**config.mk**
```make
export PLATFORM = sky130hd
export DESIGN_NAME = updown_counter
export DESIGN_NICKNAME = d
export VERILOG_FILES = /design/src/rtl/updown_counter.sv
export SDC_FILE = /design/constraint.sdc
export NUM_CORES = 1
export LEC_CHECK = 0
export BUFFER_PORTS_ARGS = -buffer_cell sky130_fd_sc_hd__buf_2
export CORE_AREA = 5 5 56 58
export CTS_BUF_LIST = sky130_fd_sc_hd__clkbuf_4 sky130_fd_sc_hd__clkbuf_8
export DETAILED_ROUTE_END_ITERATION = 10
export DIE_AREA = 0 0 61 63
export PLACE_DENSITY_LB_ADDON = 0.15
export SLEW_MARGIN = 20
export SYNTH_ARGS = -nofsm -noshare
export SYNTH_HDL_FRONTEND = slang
export SYNTH_SLANG_ARGS = --single-unit
export TNS_END_PERCENT = 50
```
**constraint.sdc**
```tcl
create_clock -name clk -period 2.2 [get_ports clk]
set_input_delay 0.66 -clock clk [delete_from_list [all_inputs] [get_ports clk]]
set_output_delay 0.66 -clock clk [all_outputs]
set_load 0.02 [all_outputs]
```
**src/rtl/updown_counter.sv**
```systemverilog
// rtl/updown_counter.sv - up/down modulo counter with step, wrap/saturate, clear, load and wrap flags
// Bound detection runs in BITS+1 bits so value+STEP never truncates before the compare.
module updown_counter #(
  parameter int LIMIT         = 1000,
  parameter int START_FROM    = 0,
  parameter int CONTINUE_FROM = START_FROM,
  parameter int STEP          = 1,
  parameter bit SATURATE      = 1'b0,
  localparam int BITS         = $clog2(LIMIT)
) (
  input  logic            clk,
  input  logic            rst,
  input  logic            en,
  input  logic            up,
  input  logic            clr,
  input  logic            load,
  input  logic [BITS-1:0] load_value,
  output logic [BITS-1:0] value,
  output logic            will_overflow,
  output logic            will_underflow,
  output logic            wrapped,
  output logic            sticky_wrap
);

  localparam logic [BITS:0]   C_LIMIT  = (BITS+1)'(LIMIT);
  localparam logic [BITS:0]   C_STEP_W = (BITS+1)'(STEP);
  localparam logic [BITS-1:0] C_STEP   = BITS'(STEP);
  localparam logic [BITS-1:0] C_MAX    = BITS'(LIMIT - 1);
  localparam logic [BITS-1:0] C_START  = BITS'(START_FROM);
  localparam logic [BITS-1:0] C_CONT   = BITS'(CONTINUE_FROM);

  logic [BITS-1:0] r_value;
  logic            r_wrapped;
  logic            r_sticky;

  logic [BITS:0]   w_sum;
  logic            w_up_hit;
  logic            w_dn_hit;
  logic            w_hit;
  logic [BITS-1:0] w_next_up;
  logic [BITS-1:0] w_next_dn;
  logic [BITS-1:0] w_load_clamped;

  assign w_sum    = {1'b0, r_value} + C_STEP_W;
  assign w_up_hit = (w_sum >= C_LIMIT);
  assign w_dn_hit = (r_value < C_STEP);
  assign w_hit    = up ? w_up_hit : w_dn_hit;

  // An up-wrap always lands on CONTINUE_FROM; the overshoot is deliberately discarded.
  assign w_next_up = w_up_hit ? (SATURATE ? C_MAX : C_CONT) : w_sum[BITS-1:0];
  assign w_next_dn = w_dn_hit ? (SATURATE ? '0 : C_MAX) : (r_value - C_STEP);

  assign w_load_clamped = ({1'b0, load_value} >= C_LIMIT) ? C_MAX : load_value;

  always_ff @(posedge clk or negedge rst) begin
    if (!rst) begin
      r_value   <= C_START;
      r_wrapped <= 1'b0;
      r_sticky  <= 1'b0;
    end else if (clr) begin
      r_value   <= C_START;
      r_wrapped <= 1'b0;
      r_sticky  <= 1'b0;
    end else if (load) begin
      r_value   <= w_load_clamped;
      r_wrapped <= 1'b0;
    end else if (en) begin
      r_value   <= up ? w_next_up : w_next_dn;
      r_wrapped <= w_hit;
      if (w_hit) begin
        r_sticky <= 1'b1;
      end
    end else begin
      r_wrapped <= 1'b0;
    end
  end

  assign value          = r_value;
  assign wrapped        = r_wrapped;
  assign sticky_wrap    = r_sticky;
  assign will_overflow  = en & up & w_up_hit;
  assign will_underflow = en & ~up & w_dn_hit;

endmodule

```
**Word-level counts from Yosys, hierarchy flattened**

Index checks and enable logic that the tools add are counted.

- $add $sub $neg: 2
- Order comparisons: 3
- Equality and inequality tests: 1
- Mux-type cells: 15
- Bitwise gates (word level): 5
- Reductions and logical operators: 4

Operator list:

| cell | count |
|---|---|
| $mux 10 | 7 |
| $add 10x1->11 const B | 1 |
| $ge 11x10->1 const B | 1 |
| $ge 10x10->1 const B | 1 |
| $lt 10x1->1 const B | 1 |
| $sub 10x1->10 const B | 1 |
| $mux 1 | 8 |
| $and 1x1->1 | 4 |
| $reduce_bool 2->1 | 2 |
| $reduce_and 3->1 | 1 |
| $reduce_bool 3->1 | 1 |
| $ne 2x2->1 const B | 1 |
| $not 1->1 | 1 |

- Register bits after elaboration: 12
- Bits of input ports: 16
- Output and inout port bits: 14

**Longest topological paths before layout**

- Depth in word-level cells: 7
- Depth in mapped cells: 9

**Worst setup path after synthesis**

No wires, ideal clock.

- Path type: input-to-output
- Start point: input up
- End point: output will_underflow
- Data arrival time: 1866 ps
- Data required time: 1540 ps
- Path slack: -326 ps
- Cell stages on the path: 3
- Buffers on the path: 1
- Path through: clkbuf_1 > or3_1 > nor4_1

- Word-level cells in the longest chain between the ends: 3

Ends and longest elaborated chain:

| item | RTL line | source |
|---|---|---|
| start, declared | 14 | `input logic up,` |
| $not 1->1 | 82 | `assign will_underflow = en & ~up & w_dn_hit;` |
| $and 1x1->1 (2 in a row) | 82 |  |
| end, declared | 20 | `output logic will_underflow,` |

Every way passes these cells.

**Worst setup path in the final report**

- Start point: register r_value[1], in the netlist value[1]
- End point: output will_overflow

- Word-level cells in the longest chain between the ends: 3

Ends and longest elaborated chain:

| item | RTL line | source |
|---|---|---|
| start, declared | 32 | `logic [BITS-1:0] r_value;` |
| start signal, assigned | 65 | `r_value <= w_load_clamped;` |
| start signal, assigned | 68 | `r_value <= up ? w_next_up : w_next_dn;` |
| $add 10x1->11 | 44 | `assign w_sum = {1'b0, r_value} + C_STEP_W;` |
| $ge 11x10->1 | 45 | `assign w_up_hit = (w_sum >= C_LIMIT);` |
| $and 1x1->1 | 81 | `assign will_overflow = en & up & w_up_hit;` |
| end, declared | 19 | `output logic will_overflow,` |

Every way passes these cells.

==> out/qor.yml <==
logic_synthesis:
  synthArstFlopShare: 1.00
  synth-simple-area-share: 0.264
  syn_nets: 177
  yosys.area.top_type: "dfrtp_1"
  synth.distinct_cells: 54
  synth_edf_count: 0
  synth_compound_area_frac: 0.332
  syn_inst: 159
  synth-seq-cells: 12
  avgSynthCellArea_sq_um: 7.74
  yosysWarnings: 0
  synth_mux_area_frac: 0.0254
  synth_area_leaders: "dfrtp_1, nand3_1, nor3_1"
  synthAdderAreaFrac: 0.0203
  synth_top_family_by_area: "compound AO/OA/AOI/OAI gates"
  ys.flop_type: "dfrtp_1"
  synth.top_cell.area_share: 0.244
  yosys.area_share.xor_xnor: 0.0285
  ys_seq_area_frac: 0.244
  syn_area_sq_mm: 0.00123
detailed_routing:
  routed_wl_mm: 4.44
  wl_per_cell_um: 18.2
  num_vias: 1552
  ant_nets: 0
  drt-pass1-iter-count: 5
  first_iter_violations: 137
  drt-vias-per-instance: 6.36
  drc: 0
setup_path:
  r2r_slack_ps: -130
  r2r-start: "value[0]"
  path_max_fanout: 6
  crit_type: "reg -> out"
  critPathCaptureType: "output pin"
  critPathLaunch: "value[1]"
  cp.required_ps: 1540
  start_kind: "flip-flop"
  crit_arrival_ps: 1840
timing:
  worst_pin_slew_ps: 352
  whs_ps: 254
  layout_min_cycle_time_ps: 2500
  finalHoldViolCount: 0
  setup_viol: 5
  clock.fmax_mhz: 400
  rsz0062_at_grt: "yes"
  worst_slack_ps: -298
  worst_slew_margin_rel: 0.763
  finalCritPeriodShare: 1.14
  finalMaxSlewViolations: 0
  clock-skew-final_ps: 8.42
power_and_ir_drop:
  netSwitchingPower_w: 0.000318
  power_frac_comb: 0.465
  leakage_nw: 0.760
  seq_power_share: 0.334
  power.density_mw_per_mm2: 452
  swShare: 0.392
  clock_power_share: 0.201
  ir_worst_vdd_mv: 0.360
  intPower_w: 0.000494
global_route:
  antenna_found_initial: 0
  grt_max_degree: 19
  overflow: 0
  grtUsageTotal: 0.246
  grt_pass1_wl_mm: 7.33
  grt_pass1_vias: 1576
clock_tree:
  numCtsBuffers: 3
  ctsLongestPathBuffers: 2
  cts_sinks: 12
  clk_pin_slew_ps: 90
  cts_tree: "yes"
  htreeDepth: 1
  clk_latency_ps: 280
  cts_root_buf: "clkbuf_4"
die:
  ioPinCount: 30
  die_w_um: 61
  start_util: 0.470
  die_area_sq_mm: 0.00384
  die_h_um: 63
  rows: 19
  core_area_sq_mm: 0.00262
layout:
  fin_cells: 244
  multi_input_area_sq_um: 972
  ff_latch_area_sq_um: 304
  final_common_cell: "buf_4"
  final_cell_mix: "buf_4, buf_2, nor2_1"
  drive_gt1_frac: 0.465
  layout.nets: 232
  fillCellCount: 227
  n_antenna_cell: 0
  area_growth_syn_to_layout_pct: 46.0
job:
  drv_cap: 0
hold_path:
  hold_class: "in -> async"
placement:
  hpwl_mm: 3.37
  place_congestion: 0.855
  numPortBuffers: 29
  numPlacedInstances: 233
run_status:
  violations: "negative setup slack"
  outcome: "finished, violations left"
[cell usage after synthesis (all sizes together) (2+ instances only)]
library cell	count
xor2	2
nor4	2
inv	9
o32ai	2
o22ai	3
o21ai	8
a21oi	9
nand2	9
o211ai	2
ha	2
a221oi	4
a211oi	3
a22oi	4
o31ai	3
nor3	10
clkbuf	7
mux2i	2
a31oi	5
and3	4
or3	3
nand3	10
and2	2
dfrtp	12
buf	7
nor3b	2
nor2	11
xnor2	2
a311oi	3
o311ai	2
[worst paths after layout]
check,to,cells after the start
hold / removal,value[2],1
max in group asynchronous,value[0],1
hold reg to reg,sticky_wrap,2
setup / recovery,will_overflow,7
min in group clk,sticky_wrap,2
setup reg to reg,value[4],9
[registers in the layout, indices dropped and copies added, names as in the netlist]
name / count
wrapped: 1
value: 10
sticky_wrap: 1
[per-stage QoR]
step,setup slack (ps),total power [W],cell area (sq um),TNS [ps],utilization
after floorplan,-2.04,0.000471,1290,-2.04,-
after global placement,17.6,0.000582,1610,0,0.615
after detailed placement,-29.3,0.000593,1610,-49.8,0.615
after CTS,-268,0.000773,1700,-535,0.649
after global routing,-377,0.000861,1800,-1380,0.687
final,-298,0.000812,1800,-819,0.687
[critical path, stage by stage (launching register included)]
cell and delay (ps):
dfrtp_2 480, ha_4 200, xnor2_2 140, a31oi_4 180, o211ai_1 120, a21o_1 220
nor2_4 100, buf_6 120
[power by group through the flow]
stage | sequential, W | combinational (W) | clock, W
after floorplan | 0.000280 | 0.000192 | 0
after global placement | 0.000270 | 0.000313 | 0
after detailed placement | 0.000271 | 0.000322 | 0
after CTS | 0.000269 | 0.000340 | 0.000165
after global routing | 0.000275 | 0.000408 | 0.000178
final | 0.000271 | 0.000377 | 0.000164
[cells by family (layout without fill, tap and decap cells)]
| group | Yosys count | count (layout) |
|---|---|---|
| buffers and inverters | 23 | 76 |
| DFF | 12 | 12 |
| adders and majority gates | 2 | 2 |
| xor gates and xnor gates | 4 | 4 |
| AOI/OAI and AO/OA | 55 | 56 |
| and+or+nand+nor | 60 | 60 |
| muxes | 3 | 3 |
[layout make-up]
class / count / share of cell area
Multi-Input combinational cell: 125 / 0.541
Timing Repair Buffer: 63 / 0.232
Sequential cell: 12 / 0.169
Tap cell: 31 / 0.0216
Inverter: 9 / 0.0188
Clock buffer: 4 / 0.0167
[layer usage]
layer  routed length, um  share of wire  GRT usage  vias up
met5                   0              0          0        -
met4                  65          0.015     0.0786        0
met3                 340          0.077     0.0207        8
met2                2250           0.51      0.408       80
met1                1790           0.40      0.327      742
li1                    -              -          -      722
[repair_timing]
item | CTS | global route
gates cloned | 0 | 1
buffers inserted | 3 | 3
gates resized for setup | 8 | 16
endpoints found under the setup margin | 3 | 10
pin swaps | 3 | 7
hold buffers | 0 | 0
Note: power is estimated with default switching activity, not from simulation.
